<file path="config.mk">
export PLATFORM = sky130hd
export DESIGN_NAME = eeg_aram_bank_rsp
export DESIGN_NICKNAME = d
export VERILOG_FILES = /design/src/rtl/eeg_aram_bank_rsp_pkg.sv /design/src/rtl/eeg_aram_bank_rsp_fifo.sv /design/src/rtl/eeg_aram_bank_rsp.sv
export SDC_FILE = /design/constraint.sdc
export NUM_CORES = 1
export LEC_CHECK = 0
export ABC_AREA = 1
export BUFFER_PORTS_ARGS = -buffer_cell sky130_fd_sc_hd__buf_4
export CORE_MARGIN = 1.5
export CORE_UTILIZATION = 30
export DETAILED_ROUTE_END_ITERATION = 16
export MAX_ROUTING_LAYER = met4
export PLACE_DENSITY = 0.59
export SYNTH_ARGS = -nofsm -noshare
export SYNTH_HDL_FRONTEND = slang
export SYNTH_SLANG_ARGS = --single-unit
</file>
<file path="constraint.sdc">
create_clock -name clk -period 3.4 [get_ports clk]
set_input_delay 0.68 -clock clk [delete_from_list [all_inputs] [get_ports clk]]
set_output_delay 0.68 -clock clk [all_outputs]
set_load 0.05 [all_outputs]
</file>
<file path="src/rtl/eeg_aram_bank_rsp_pkg.sv">
// eeg_aram_bank_rsp_pkg: shared types for the ARAM bank responder.
// FSM state enum and response FIFO entry width helpers.
package eeg_aram_bank_rsp_pkg;

    typedef enum logic [1:0] {
        ST_IDLE,
        ST_BURST,
        ST_DRAIN
    } rsp_state_e;

    localparam int ARAM_DAT_DW_DFLT = 4;
    localparam int RSP_ENT_XW       = 2;

    // Entry = {END, LST, data}
    function automatic int rsp_ent_w(input int dw);
        return dw + RSP_ENT_XW;
    endfunction

    localparam int RSP_ENT_W = ARAM_DAT_DW_DFLT + RSP_ENT_XW;

endpackage

</file>
<file path="src/rtl/eeg_aram_bank_rsp_fifo.sv">
// eeg_aram_bank_rsp_fifo: small synchronous FIFO for read responses.
// Head word is visible combinationally; push when full / pop when empty are ignored.
module eeg_aram_bank_rsp_fifo #(
    parameter int DATA_WIDTH = 6,
    parameter int ADDR_WIDTH = 1
) (
    input  logic                  clk,
    input  logic                  rst_n,
    input  logic                  push_i,
    input  logic [DATA_WIDTH-1:0] wdat_i,
    input  logic                  pop_i,
    output logic [DATA_WIDTH-1:0] rdat_o,
    output logic                  empty_o
);

    localparam int DEPTH = 1 << ADDR_WIDTH;

    logic [ADDR_WIDTH:0]   wptr_q, rptr_q;
    logic [DATA_WIDTH-1:0] mem_q [DEPTH];
    logic                  full, do_push, do_pop;

    assign empty_o = (wptr_q == rptr_q);
    assign full    = (wptr_q[ADDR_WIDTH] != rptr_q[ADDR_WIDTH]) &&
                     (wptr_q[ADDR_WIDTH-1:0] == rptr_q[ADDR_WIDTH-1:0]);
    assign do_push = push_i & ~full;
    assign do_pop  = pop_i & ~empty_o;
    assign rdat_o  = mem_q[rptr_q[ADDR_WIDTH-1:0]];

    // Pointer update; extra MSB distinguishes full from empty
    always_ff @(posedge clk or negedge rst_n) begin
        if (!rst_n) begin
            wptr_q <= '0;
            rptr_q <= '0;
        end else begin
            if (do_push) wptr_q <= wptr_q + 1'b1;
            if (do_pop)  rptr_q <= rptr_q + 1'b1;
        end
    end

    // Storage array; contents are only observed through valid entries
    always_ff @(posedge clk) begin
        if (do_push) mem_q[wptr_q[ADDR_WIDTH-1:0]] <= wdat_i;
    end

endmodule

</file>
<file path="src/rtl/eeg_aram_bank_rsp.sv">
// eeg_aram_bank_rsp: ARAM bank-side read responder (address stream -> data stream).
// Optional ARAM_RSP_STAT_EN adds RSP_BEAT_CNT, a wrapping count of delivered beats.
module eeg_aram_bank_rsp
    import eeg_aram_bank_rsp_pkg::*;
#(
    parameter int ARAM_ADD_AW = 12,
    parameter int ARAM_DAT_DW = 4,
    parameter int RSP_BUF_AW  = 1
) (
    input  logic                   clk,
    input  logic                   rst_n,
    input  logic                   AARB_ADD_VLD,
    input  logic                   AARB_ADD_LST,
    input  logic                   AARB_ADD_END,
    output logic                   AARB_ADD_RDY,
    input  logic [ARAM_ADD_AW-1:0] AARB_ADD_ADD,
    output logic                   AARB_DAT_VLD,
    output logic                   AARB_DAT_LST,
    input  logic                   AARB_DAT_RDY,
    output logic [ARAM_DAT_DW-1:0] AARB_DAT_DAT,
    output logic                   ARAM_RAM_REN,
    output logic [ARAM_ADD_AW-1:0] ARAM_RAM_ADD,
    input  logic [ARAM_DAT_DW-1:0] ARAM_RAM_DAT,
    output logic                   RSP_DONE
`ifdef ARAM_RSP_STAT_EN
    ,
    output logic [15:0]            RSP_BEAT_CNT
`endif
);

    localparam int DEPTH = 1 << RSP_BUF_AW;
    localparam int EW    = rsp_ent_w(ARAM_DAT_DW);
    localparam logic [RSP_BUF_AW:0] CNT_FULL = (RSP_BUF_AW + 1)'(DEPTH);

    rsp_state_e            state_q, state_d;
    logic [RSP_BUF_AW:0]   cnt_q, cnt_d;
    logic                  dly_vld_q, dly_lst_q, dly_end_q;
    logic                  fifo_empty;
    logic [EW-1:0]         head;
    logic                  add_ena, dat_ena, dat_vld;

    assign dat_vld = ~fifo_empty;
    assign dat_ena = dat_vld & AARB_DAT_RDY;
    assign add_ena = AARB_ADD_VLD & AARB_ADD_RDY;

    // A pop in this cycle frees a slot, so DAT_RDY feeds ADD_RDY directly
    assign AARB_ADD_RDY = (state_q != ST_DRAIN) &
                          ((cnt_q < CNT_FULL) | dat_ena);

    assign ARAM_RAM_REN = add_ena;
    assign ARAM_RAM_ADD = AARB_ADD_ADD;

    assign AARB_DAT_VLD = dat_vld;
    assign AARB_DAT_DAT = dat_vld ? head[ARAM_DAT_DW-1:0] : '0;
    assign AARB_DAT_LST = dat_vld & head[ARAM_DAT_DW];
    assign RSP_DONE     = dat_ena & head[ARAM_DAT_DW+1];

    // Outstanding beats: in the SRAM stage plus buffered in the FIFO
    always_comb begin
        cnt_d = cnt_q;
        unique case (1'b1)
            add_ena & ~dat_ena: cnt_d = cnt_q + 1'b1;
            ~add_ena & dat_ena: cnt_d = cnt_q - 1'b1;
            default:            cnt_d = cnt_q;
        endcase
    end

    // Burst serialisation; leave DRAIN as soon as the last beat pops
    always_comb begin
        state_d = state_q;
        unique case (state_q)
            ST_IDLE:
                if (add_ena) state_d = AARB_ADD_LST ? ST_DRAIN : ST_BURST;
            ST_BURST:
                if (add_ena && AARB_ADD_LST) state_d = ST_DRAIN;
            ST_DRAIN:
                if (cnt_d == '0) state_d = ST_IDLE;
            default:
                state_d = ST_IDLE;
        endcase
    end

    // State, counter and the flag delay stage matching SRAM latency
    always_ff @(posedge clk or negedge rst_n) begin
        if (!rst_n) begin
            state_q   <= ST_IDLE;
            cnt_q     <= '0;
            dly_vld_q <= 1'b0;
            dly_lst_q <= 1'b0;
            dly_end_q <= 1'b0;
        end else begin
            state_q   <= state_d;
            cnt_q     <= cnt_d;
            dly_vld_q <= add_ena;
            dly_lst_q <= add_ena & AARB_ADD_LST;
            dly_end_q <= add_ena & AARB_ADD_END;
        end
    end

    eeg_aram_bank_rsp_fifo #(
        .DATA_WIDTH (EW),
        .ADDR_WIDTH (RSP_BUF_AW)
    ) u_rsp_buf (
        .clk     (clk),
        .rst_n   (rst_n),
        .push_i  (dly_vld_q),
        .wdat_i  ({dly_end_q, dly_lst_q, ARAM_RAM_DAT}),
        .pop_i   (dat_ena),
        .rdat_o  (head),
        .empty_o (fifo_empty)
    );

`ifdef ARAM_RSP_STAT_EN
    logic [15:0] beat_cnt_q;

    // Delivered-beat statistic, wraps naturally at 16 bits
    always_ff @(posedge clk or negedge rst_n) begin
        if (!rst_n) beat_cnt_q <= '0;
        else if (dat_ena) beat_cnt_q <= beat_cnt_q + 16'd1;
    end

    assign RSP_BEAT_CNT = beat_cnt_q;
`endif

endmodule

</file>
==> flow_summary.html, run 1 <==
<table>
<tr><th>Metric</th><th>Value</th></tr>
<tr><th colspan="2">Run status</th></tr>
<tr><td>Status</td><td>finished clean</td></tr>
<tr><th colspan="2">Yosys</th></tr>
<tr><td>Share of the synthesized area in compound gates (AO/OA/AOI/OAI)</td><td>0.0457</td></tr>
<tr><td>Fraction of the mapped netlist area in adder cells</td><td>0.0109</td></tr>
<tr><td>Synth top area cells</td><td>edfxtp_1 (31%), dfrtp_1 (24%), buf_4 (7.8%)</td></tr>
<tr><td>Sequential share of the synthesized area</td><td>0.552</td></tr>
<tr><td>Post-synthesis cell type with the largest combined area</td><td>edfxtp_1</td></tr>
<tr><td>Area of the mapped netlist</td><td>1150 um2</td></tr>
<tr><td>Async set-or-reset flop fraction in the synthesized netlist</td><td>0.478</td></tr>
<tr><td>Synthesized-area fraction occupied by and/or/nand/nor cells</td><td>0.216</td></tr>
<tr><td>EDFF count, synth</td><td>12</td></tr>
<tr><td>Number of instances in the synthesized netlist</td><td>115</td></tr>
<tr><td>Synthesized netlist net count</td><td>138</td></tr>
<tr><td>Area share of xor/xnor cells in the synthesized design</td><td>0.0228</td></tr>
<tr><td>Mux contribution to synthesized area</td><td>0</td></tr>
<tr><td>Cell variety after synth</td><td>19</td></tr>
<tr><td>Synth warn</td><td>0</td></tr>
<tr><td>Dominant register cell in the synthesized netlist</td><td>edfxtp_1</td></tr>
<tr><td>Share of Yosys cell area claimed by the top area cell type</td><td>0.313</td></tr>
<tr><td>Synthesized area per cell</td><td>10.0 um2</td></tr>
<tr><td>Dominant combinational cell family by area after synthesis</td><td>simple AND/OR/NAND/NOR gates</td></tr>
<tr><td>Most repeated cell in the gate-level netlist after synthesis</td><td>nand2_1</td></tr>
<tr><td>Synth top cells by count</td><td>nand2_1 (24), inv_1 (15), buf_4 (12), edfxtp_1 (12), dfrtp_1 (11)</td></tr>
<tr><td>Flops &amp; latches, synth</td><td>23</td></tr>
<tr><th colspan="2">Timing</th></tr>
<tr><td>Maximum operating frequency</td><td>424 MHz</td></tr>
<tr><td>Skew final</td><td>0.00355 ns</td></tr>
<tr><td>Final Slew Violations</td><td>0</td></tr>
<tr><td>Unrepaired setup endpoints after global routing</td><td>no</td></tr>
<tr><td>Tightest Pin Transition</td><td>0.549 ns</td></tr>
<tr><td>Final Hold Viols</td><td>0</td></tr>
<tr><td>Remaining max-slew budget at the tightest pin</td><td>0.633</td></tr>
<tr><td>Minimum clock period after layout</td><td>2.36 ns</td></tr>
<tr><td>Finish-stage setup viols</td><td>0</td></tr>
<tr><td>Accumulated negative setup slack</td><td>0 ns</td></tr>
<tr><td>Tcrit/Tclk final</td><td>0.694</td></tr>
<tr><th colspan="2">Clock network</th></tr>
<tr><td>CTS sink count</td><td>23</td></tr>
<tr><td>Buffers inserted during post-CTS setup optimization</td><td>0</td></tr>
<tr><td>Maximum count of clock buffers along a single path</td><td>2</td></tr>
<tr><td>H-Tree Depth</td><td>1</td></tr>
<tr><td>Clock latency at the later pin of the worst-skew pair</td><td>0.26 ns</td></tr>
<tr><td>Clock-pin transition on the worst setup and hold timing paths</td><td>0.08 ns</td></tr>
<tr><td>Total of hold buffers inserted after clock tree synthesis</td><td>0</td></tr>
<tr><td>Total CTS buffers</td><td>3</td></tr>
<tr><td>Clock tree root driver cell</td><td>clkbuf_8</td></tr>
<tr><td>Quantity of gates resized following cts</td><td>0</td></tr>
<tr><td>TritonCTS clock tree</td><td>done</td></tr>
<tr><th colspan="2">Setup path</th></tr>
<tr><td>Signal arrival time at the worst endpoint</td><td>1.68 ns</td></tr>
<tr><td>Timing startpoint of the critical path</td><td>u_rsp_buf.rptr_q[0]</td></tr>
<tr><td>Slowest CP cell</td><td>dfrtp_1</td></tr>
<tr><td>Critical path required time</td><td>2.72 ns</td></tr>
<tr><td>Dominant cell type by count on the critical path</td><td>nand2_4</td></tr>
<tr><td>Critical path's largest stage delay</td><td>0.57 ns</td></tr>
<tr><td>Crit Reg-Reg Endpoint</td><td>state_q[1]</td></tr>
<tr><td>Bufs and invs on worst path</td><td>2</td></tr>
<tr><td>Sort of element at the start of the critical path</td><td>register</td></tr>
<tr><td>Critical Path Stages</td><td>9</td></tr>
<tr><td>Cell family with the largest share of critical-path delay</td><td>flip-flops</td></tr>
<tr><td>Critical Path Fanout Max</td><td>9</td></tr>
<tr><td>CP Capture Type</td><td>output port</td></tr>
<tr><td>RR Startpoint</td><td>u_rsp_buf.rptr_q[0]</td></tr>
<tr><td>Number of cells traversed by the worst register-to-register path</td><td>16</td></tr>
<tr><td>CP Cell Sequence</td><td>inv_4 -&gt; nand2_4 -&gt; nand2_4 -&gt; nand2_4 -&gt; nand2_4 -&gt; nand2_4 -&gt; nand2_4 -&gt; nor2_8 -&gt; buf_4</td></tr>
<tr><td>R2R Setup Slk</td><td>1.16 ns</td></tr>
<tr><td>WS Path Type</td><td>reg2out</td></tr>
<tr><th colspan="2">Detailed routing</th></tr>
<tr><td>Number of remaining DRC errors</td><td>0</td></tr>
<tr><td>Total iterations of the first detailed-routing run</td><td>4</td></tr>
<tr><td>Wire per inst</td><td>11.0 um</td></tr>
<tr><td>Via density per instance</td><td>4.23</td></tr>
<tr><td>Number of nets with antenna violations after routing</td><td>0</td></tr>
<tr><td>Count of vias placed by the detailed router</td><td>728</td></tr>
<tr><td>Iter 0 DRT Violations</td><td>16</td></tr>
<tr><td>Detailed Route WL</td><td>1890 um</td></tr>
<tr><th colspan="2">Power</th></tr>
<tr><td>Max VDD drop</td><td>477 uV</td></tr>
<tr><td>Cell area power density</td><td>1090 nW/um2</td></tr>
<tr><td>Leakage dissipation</td><td>0.625 nW</td></tr>
<tr><td>Overall power</td><td>1.40 mW</td></tr>
<tr><th colspan="2">Die</th></tr>
<tr><td>Die height</td><td>64.9 um</td></tr>
<tr><td>Area of the core</td><td>3660 um2</td></tr>
<tr><td>Die X</td><td>64.9 um</td></tr>
<tr><td>Number of primary I/O pins</td><td>43</td></tr>
<tr><td>Die outline area</td><td>4220 um2</td></tr>
<tr><td>FP Rows</td><td>22</td></tr>
<tr><td>Initial standard-cell utilization of the core</td><td>0.314</td></tr>
<tr><th colspan="2">Global routing</th></tr>
<tr><td>Maximum number of pins on one net before global-route repair</td><td>13</td></tr>
<tr><td>Antenna violations before repair</td><td>0</td></tr>
<tr><td>Overall Global Routing Usage</td><td>0.0987</td></tr>
<tr><td>Remaining global-route overflow</td><td>0</td></tr>
<tr><td>Number of global-route vias before repair</td><td>695</td></tr>
<tr><td>Wire length of the first global-routing pass</td><td>3050 um</td></tr>
<tr><th colspan="2">Finish</th></tr>
<tr><td>Growth of design area from synthesis to finish</td><td>12.1%</td></tr>
<tr><td>Share of layout cells above drive strength 1</td><td>0.274</td></tr>
<tr><td>Area of all placed cells without fillers</td><td>1290 um2</td></tr>
<tr><td>Antenna diode count</td><td>0</td></tr>
<tr><td>Post-layout util</td><td>0.352</td></tr>
<tr><td>Net count, final</td><td>148</td></tr>
<tr><th colspan="2">Placement</th></tr>
<tr><td>Dpl hpwl</td><td>1450 um</td></tr>
<tr><td>Routability cong.</td><td>0.749</td></tr>
<tr><td>Cell area after placement</td><td>1240 um2</td></tr>
<tr><td>Number of port buffers</td><td>18</td></tr>
<tr><th colspan="2">Hold path</th></tr>
<tr><td>Path class of the lowest-slack min-delay path</td><td>in2async</td></tr>
<tr><th colspan="2">Run</th></tr>
<tr><td>Max-cap check violation count</td><td>0</td></tr>
</table>
[routing by layer]
layer  GRT usage  vias to the layer above  wire length, um
li1            -                      367                -
met1       0.114                      333              854
met2       0.160                       26              855
met3      0.0451                        2              169
met4      0.0186                        0                6
met5           -                        -                0
[cell type report]
type	count	area (um2)
well taps	48	60.1
flip-flops and latches	23	636
repair buffers	18	135
inverters	19	73.8
clock buffers	4	45.0
multi-input cells	60	340
fillers	368	2370
[where the power goes]
group | total, mW | internal, mW | switching (mW)
Combinational | 0.771 | 0.232 | 0.539
Sequential | 0.467 | 0.396 | 0.0708
Clock | 0.165 | 0.0835 | 0.0816
Total | 1.40 | 0.711 | 0.691
[placed cells by master (no fill, tap or decap)]
cell type  netlist  layout
a21oi_1          7       7
inv_4            1       1
nand2_4          6       6
nand2_1         24      24
edfxtp_1        12      12
o21ai_2          1       1
nor2_8           1       1
ha_1             1       1
nor2_1          10      10
nand3_1          3       3
clkbuf_1         0       1
dfrtp_1         11      11
xor2_1           3       3
nand4_1          2       2
nor2_2           1       1
inv_1           15      15
clkbuf_8         0       3
o2111ai_1        1       1
inv_2            3       3
buf_4           12      18
[worst max-delay path by stage]
stage | slack [ns] | end
2_1_floorplan | 1.02 | AARB_DAT_DAT[0]
3_3_place_gp | 1.24 | state_q[1]
3_5_place_dp | 1.15 | state_q[1]
4_1_cts | 1.03 | ARAM_RAM_REN
5_1_grt | 0.95 | ARAM_RAM_REN
6_report | 1.04 | ARAM_RAM_REN
[cell families after synthesis]
logic type	after synthesis
flip-flops	23
AND/OR/NAND/NOR	47
buffers and inverters	32
adder cells (fa/ha/maj)	1
AO/OA/AOI/OAI	9
XOR/XNOR	3
[state kept, by name, indices dropped and copies added, names as in the netlist]
register / count
cnt_q: 2
u_rsp_buf.mem_q: 12
dly_vld_q: 1
state_q: 2
dly_end_q: 1
u_rsp_buf.wptr_q: 2
u_rsp_buf.rptr_q: 2
dly_lst_q: 1
[per-stage QoR]
| step | setup WS (ns) | cells | hold slack (ns) |
|---|---|---|---|
| CTS | 1.03 | 172 | 0.238 |
| detailed placement | 1.15 | 168 | 0.433 |
| global route | 0.945 | 172 | 0.230 |
| global placement | 1.24 | 168 | 0.427 |
| floorplan | 1.02 | 115 | 0.384 |
| finish | 1.04 | 172 | 0.235 |
No activity file was read; power rests on OpenSTA's default activity.
==> run 2, diff against run 1 <==
==> constraint.sdc (replaced) <==
create_clock -name clk -period 2.3 [get_ports clk]
set_input_delay 0.46 -clock clk [delete_from_list [all_inputs] [get_ports clk]]
set_output_delay 0.46 -clock clk [all_outputs]
set_load 0.05 [all_outputs]
==> run 2 against run 1 <==
  * Sequential share of layout area shrank 0.33 points
  * Final cell count grew 0.58%
  * Largest power group unchanged
  * Total power grew 48%
  * Sequential power grew 44%
  * Highest routed layer is now met3
  * Die area is the same
  * Combinational power grew 50%
==> flow_summary.html, run 2 (synthesis results as in run 1) <==
<table>
<tr><th>Metric</th><th>Value</th></tr>
<tr><th colspan="2">Run status</th></tr>
<tr><td>Status</td><td>finished clean</td></tr>
<tr><th colspan="2">Timing</th></tr>
<tr><td>Final Hold Viols</td><td>0</td></tr>
<tr><td>Remaining max-slew budget at the tightest pin</td><td>0.655</td></tr>
<tr><td>Accumulated negative setup slack</td><td>0 ns</td></tr>
<tr><td>Minimum clock period after layout</td><td>2.07 ns</td></tr>
<tr><td>Maximum operating frequency</td><td>482 MHz</td></tr>
<tr><td>Post-Route Hold Slack</td><td>0.0205 ns</td></tr>
<tr><td>Skew final</td><td>0.00253 ns</td></tr>
<tr><td>Unrepaired setup endpoints after global routing</td><td>no</td></tr>
<tr><td>Tightest Pin Transition</td><td>0.516 ns</td></tr>
<tr><td>Least setup slack across all paths after layout</td><td>0.226 ns</td></tr>
<tr><td>Tcrit/Tclk final</td><td>0.902</td></tr>
<tr><td>Finish-stage setup viols</td><td>0</td></tr>
<tr><td>Final Slew Violations</td><td>0</td></tr>
<tr><th colspan="2">Detailed routing</th></tr>
<tr><td>Number of nets with antenna violations after routing</td><td>0</td></tr>
<tr><td>Total iterations of the first detailed-routing run</td><td>4</td></tr>
<tr><td>Via density per instance</td><td>4.26</td></tr>
<tr><td>Number of remaining DRC errors</td><td>0</td></tr>
<tr><td>Count of vias placed by the detailed router</td><td>737</td></tr>
<tr><td>Iter 0 DRT Violations</td><td>25</td></tr>
<tr><td>Wire per inst</td><td>10.3 um</td></tr>
<tr><td>Detailed Route WL</td><td>1780 um</td></tr>
<tr><th colspan="2">Setup path</th></tr>
<tr><td>CP Capture Type</td><td>register</td></tr>
<tr><td>Critical Path Fanout Max</td><td>8</td></tr>
<tr><td>Slowest CP cell</td><td>dfrtp_1</td></tr>
<tr><td>Sort of element at the start of the critical path</td><td>register</td></tr>
<tr><td>Dominant cell type by count on the critical path</td><td>nand2_4</td></tr>
<tr><td>Cell family with the largest share of critical-path delay</td><td>simple AND/OR/NAND/NOR gates</td></tr>
<tr><td>Signal arrival time at the worst endpoint</td><td>2.21 ns</td></tr>
<tr><td>Bufs and invs on worst path</td><td>3</td></tr>
<tr><td>WS Path Type</td><td>reg2reg</td></tr>
<tr><td>Critical path required time</td><td>2.44 ns</td></tr>
<tr><td>R2R Setup Slk</td><td>0.23 ns</td></tr>
<tr><td>Critical path's largest stage delay</td><td>0.44 ns</td></tr>
<tr><td>CP Cell Sequence</td><td>inv_4 -&gt; nand2_4 -&gt; nand2_4 -&gt; nand2_4 -&gt; nand2_4 -&gt; nand2_4 -&gt; nand2_4 -&gt; nor2_8 -&gt; inv_2 -&gt; ha_1 -&gt; inv_1 -&gt; nand4_1 -&gt; nand3_1 -&gt; nand2_1 -&gt; o2111ai_1 -&gt; nand2_1</td></tr>
<tr><th colspan="2">Die</th></tr>
<tr><td>FP Rows</td><td>22</td></tr>
<tr><td>Number of primary I/O pins</td><td>43</td></tr>
<tr><td>Initial standard-cell utilization of the core</td><td>0.314</td></tr>
<tr><td>Die outline area</td><td>4220 um2</td></tr>
<tr><td>Die X</td><td>64.9 um</td></tr>
<tr><td>Die height</td><td>64.9 um</td></tr>
<tr><td>Area of the core</td><td>3660 um2</td></tr>
<tr><th colspan="2">Placement</th></tr>
<tr><td>Post-placement setup slack</td><td>0.222 ns</td></tr>
<tr><td>Routability cong.</td><td>0.713</td></tr>
<tr><td>Dpl hpwl</td><td>1400 um</td></tr>
<tr><td>Number of port buffers</td><td>18</td></tr>
<tr><th colspan="2">Finish</th></tr>
<tr><td>Net count, final</td><td>149</td></tr>
<tr><td>Commonest non-fill, non-tap cells in the layout</td><td>nand2_1 (24), buf_4 (19), inv_1 (15), edfxtp_1 (12), dfrtp_1 (11)</td></tr>
<tr><td>Antenna diode count</td><td>0</td></tr>
<tr><td>Growth of design area from synthesis to finish</td><td>12.8%</td></tr>
<tr><td>Most common cell after layout, fill and taps aside</td><td>nand2_1</td></tr>
<tr><td>Share of layout cells above drive strength 1</td><td>0.288</td></tr>
<tr><td>Fillcell total</td><td>377</td></tr>
<tr><td>Max reg flops</td><td>12</td></tr>
<tr><th colspan="2">Global routing</th></tr>
<tr><td>Overall Global Routing Usage</td><td>0.0984</td></tr>
<tr><td>Remaining global-route overflow</td><td>0</td></tr>
<tr><td>Number of global-route vias before repair</td><td>741</td></tr>
<tr><td>Maximum number of pins on one net before global-route repair</td><td>14</td></tr>
<tr><td>Wire length of the first global-routing pass</td><td>3140 um</td></tr>
<tr><td>Antenna violations before repair</td><td>0</td></tr>
<tr><th colspan="2">Clock network</th></tr>
<tr><td>CTS sink count</td><td>23</td></tr>
<tr><td>Clock-pin transition on the worst setup and hold timing paths</td><td>0.08 ns</td></tr>
<tr><td>Buffers inserted during post-CTS setup optimization</td><td>0</td></tr>
<tr><td>Maximum count of clock buffers along a single path</td><td>2</td></tr>
<tr><td>Clock latency at the later pin of the worst-skew pair</td><td>0.25 ns</td></tr>
<tr><td>Quantity of gates resized following cts</td><td>0</td></tr>
<tr><td>Clock tree root driver cell</td><td>clkbuf_8</td></tr>
<tr><td>Total of hold buffers inserted after clock tree synthesis</td><td>0</td></tr>
<tr><td>Total CTS buffers</td><td>3</td></tr>
<tr><td>TritonCTS clock tree</td><td>done</td></tr>
<tr><td>H-Tree Depth</td><td>1</td></tr>
<tr><th colspan="2">Power</th></tr>
<tr><td>Cell area power density</td><td>1590 nW/um2</td></tr>
<tr><td>Max VDD drop</td><td>865 uV</td></tr>
<tr><td>Leakage dissipation</td><td>0.633 nW</td></tr>
<tr><th colspan="2">Run</th></tr>
<tr><td>Max-cap check violation count</td><td>0</td></tr>
<tr><th colspan="2">Hold path</th></tr>
<tr><td>Path class of the lowest-slack min-delay path</td><td>in2async</td></tr>
</table>
run 2: path summary, 6_finish.rpt:
check                                         start               endpoint  cells after the start
worst max-delay path            u_rsp_buf.rptr_q[0]             state_q[1]                     16
worst min-delay path                          rst_n    u_rsp_buf.wptr_q[0]                      1
worst max register to register  u_rsp_buf.rptr_q[0]             state_q[1]                     16
worst min register to register            dly_end_q  u_rsp_buf.mem_q[1][5]                      0
max in group asynchronous                     rst_n              dly_vld_q                      1
min in group clk                    ARAM_RAM_DAT[1]  u_rsp_buf.mem_q[1][1]                      1
run 2: metal layers:
layer	wire, um	vias to the layer above	track usage
met2	822	24	0.160
met1	809	340	0.125
met3	147	0	0.0365
li1	-	373	-
met5	0	-	-
met4	0	0	0.00266
run 2: where the power goes:
part	switching (mW)	internal (mW)
sequential	0.0887	0.585
clock	0.116	0.120
combinational	0.807	0.353
run 2: final cells by class:
cell class | instances | area, um2 | area share
clock inverter | 1 | 5.00 | 0.00385
clock buffer | 3 | 41.3 | 0.0318
inverter | 19 | 73.8 | 0.0568
timing repair buffer | 19 | 143 | 0.110
sequential | 23 | 636 | 0.489
tap | 48 | 60.1 | 0.0462
multi-input combinational | 60 | 340 | 0.262
run 2: metrics by stage:
stage               cell area, um2   util  cells  power, mW
global route                  1300  0.355    173       2.23
finish                        1300  0.355    173       2.07
CTS                           1300  0.355    173       2.10
floorplan                     1150      -    115       1.63
global placement              1250  0.342    169       1.83
detailed placement            1250  0.342    169       1.85
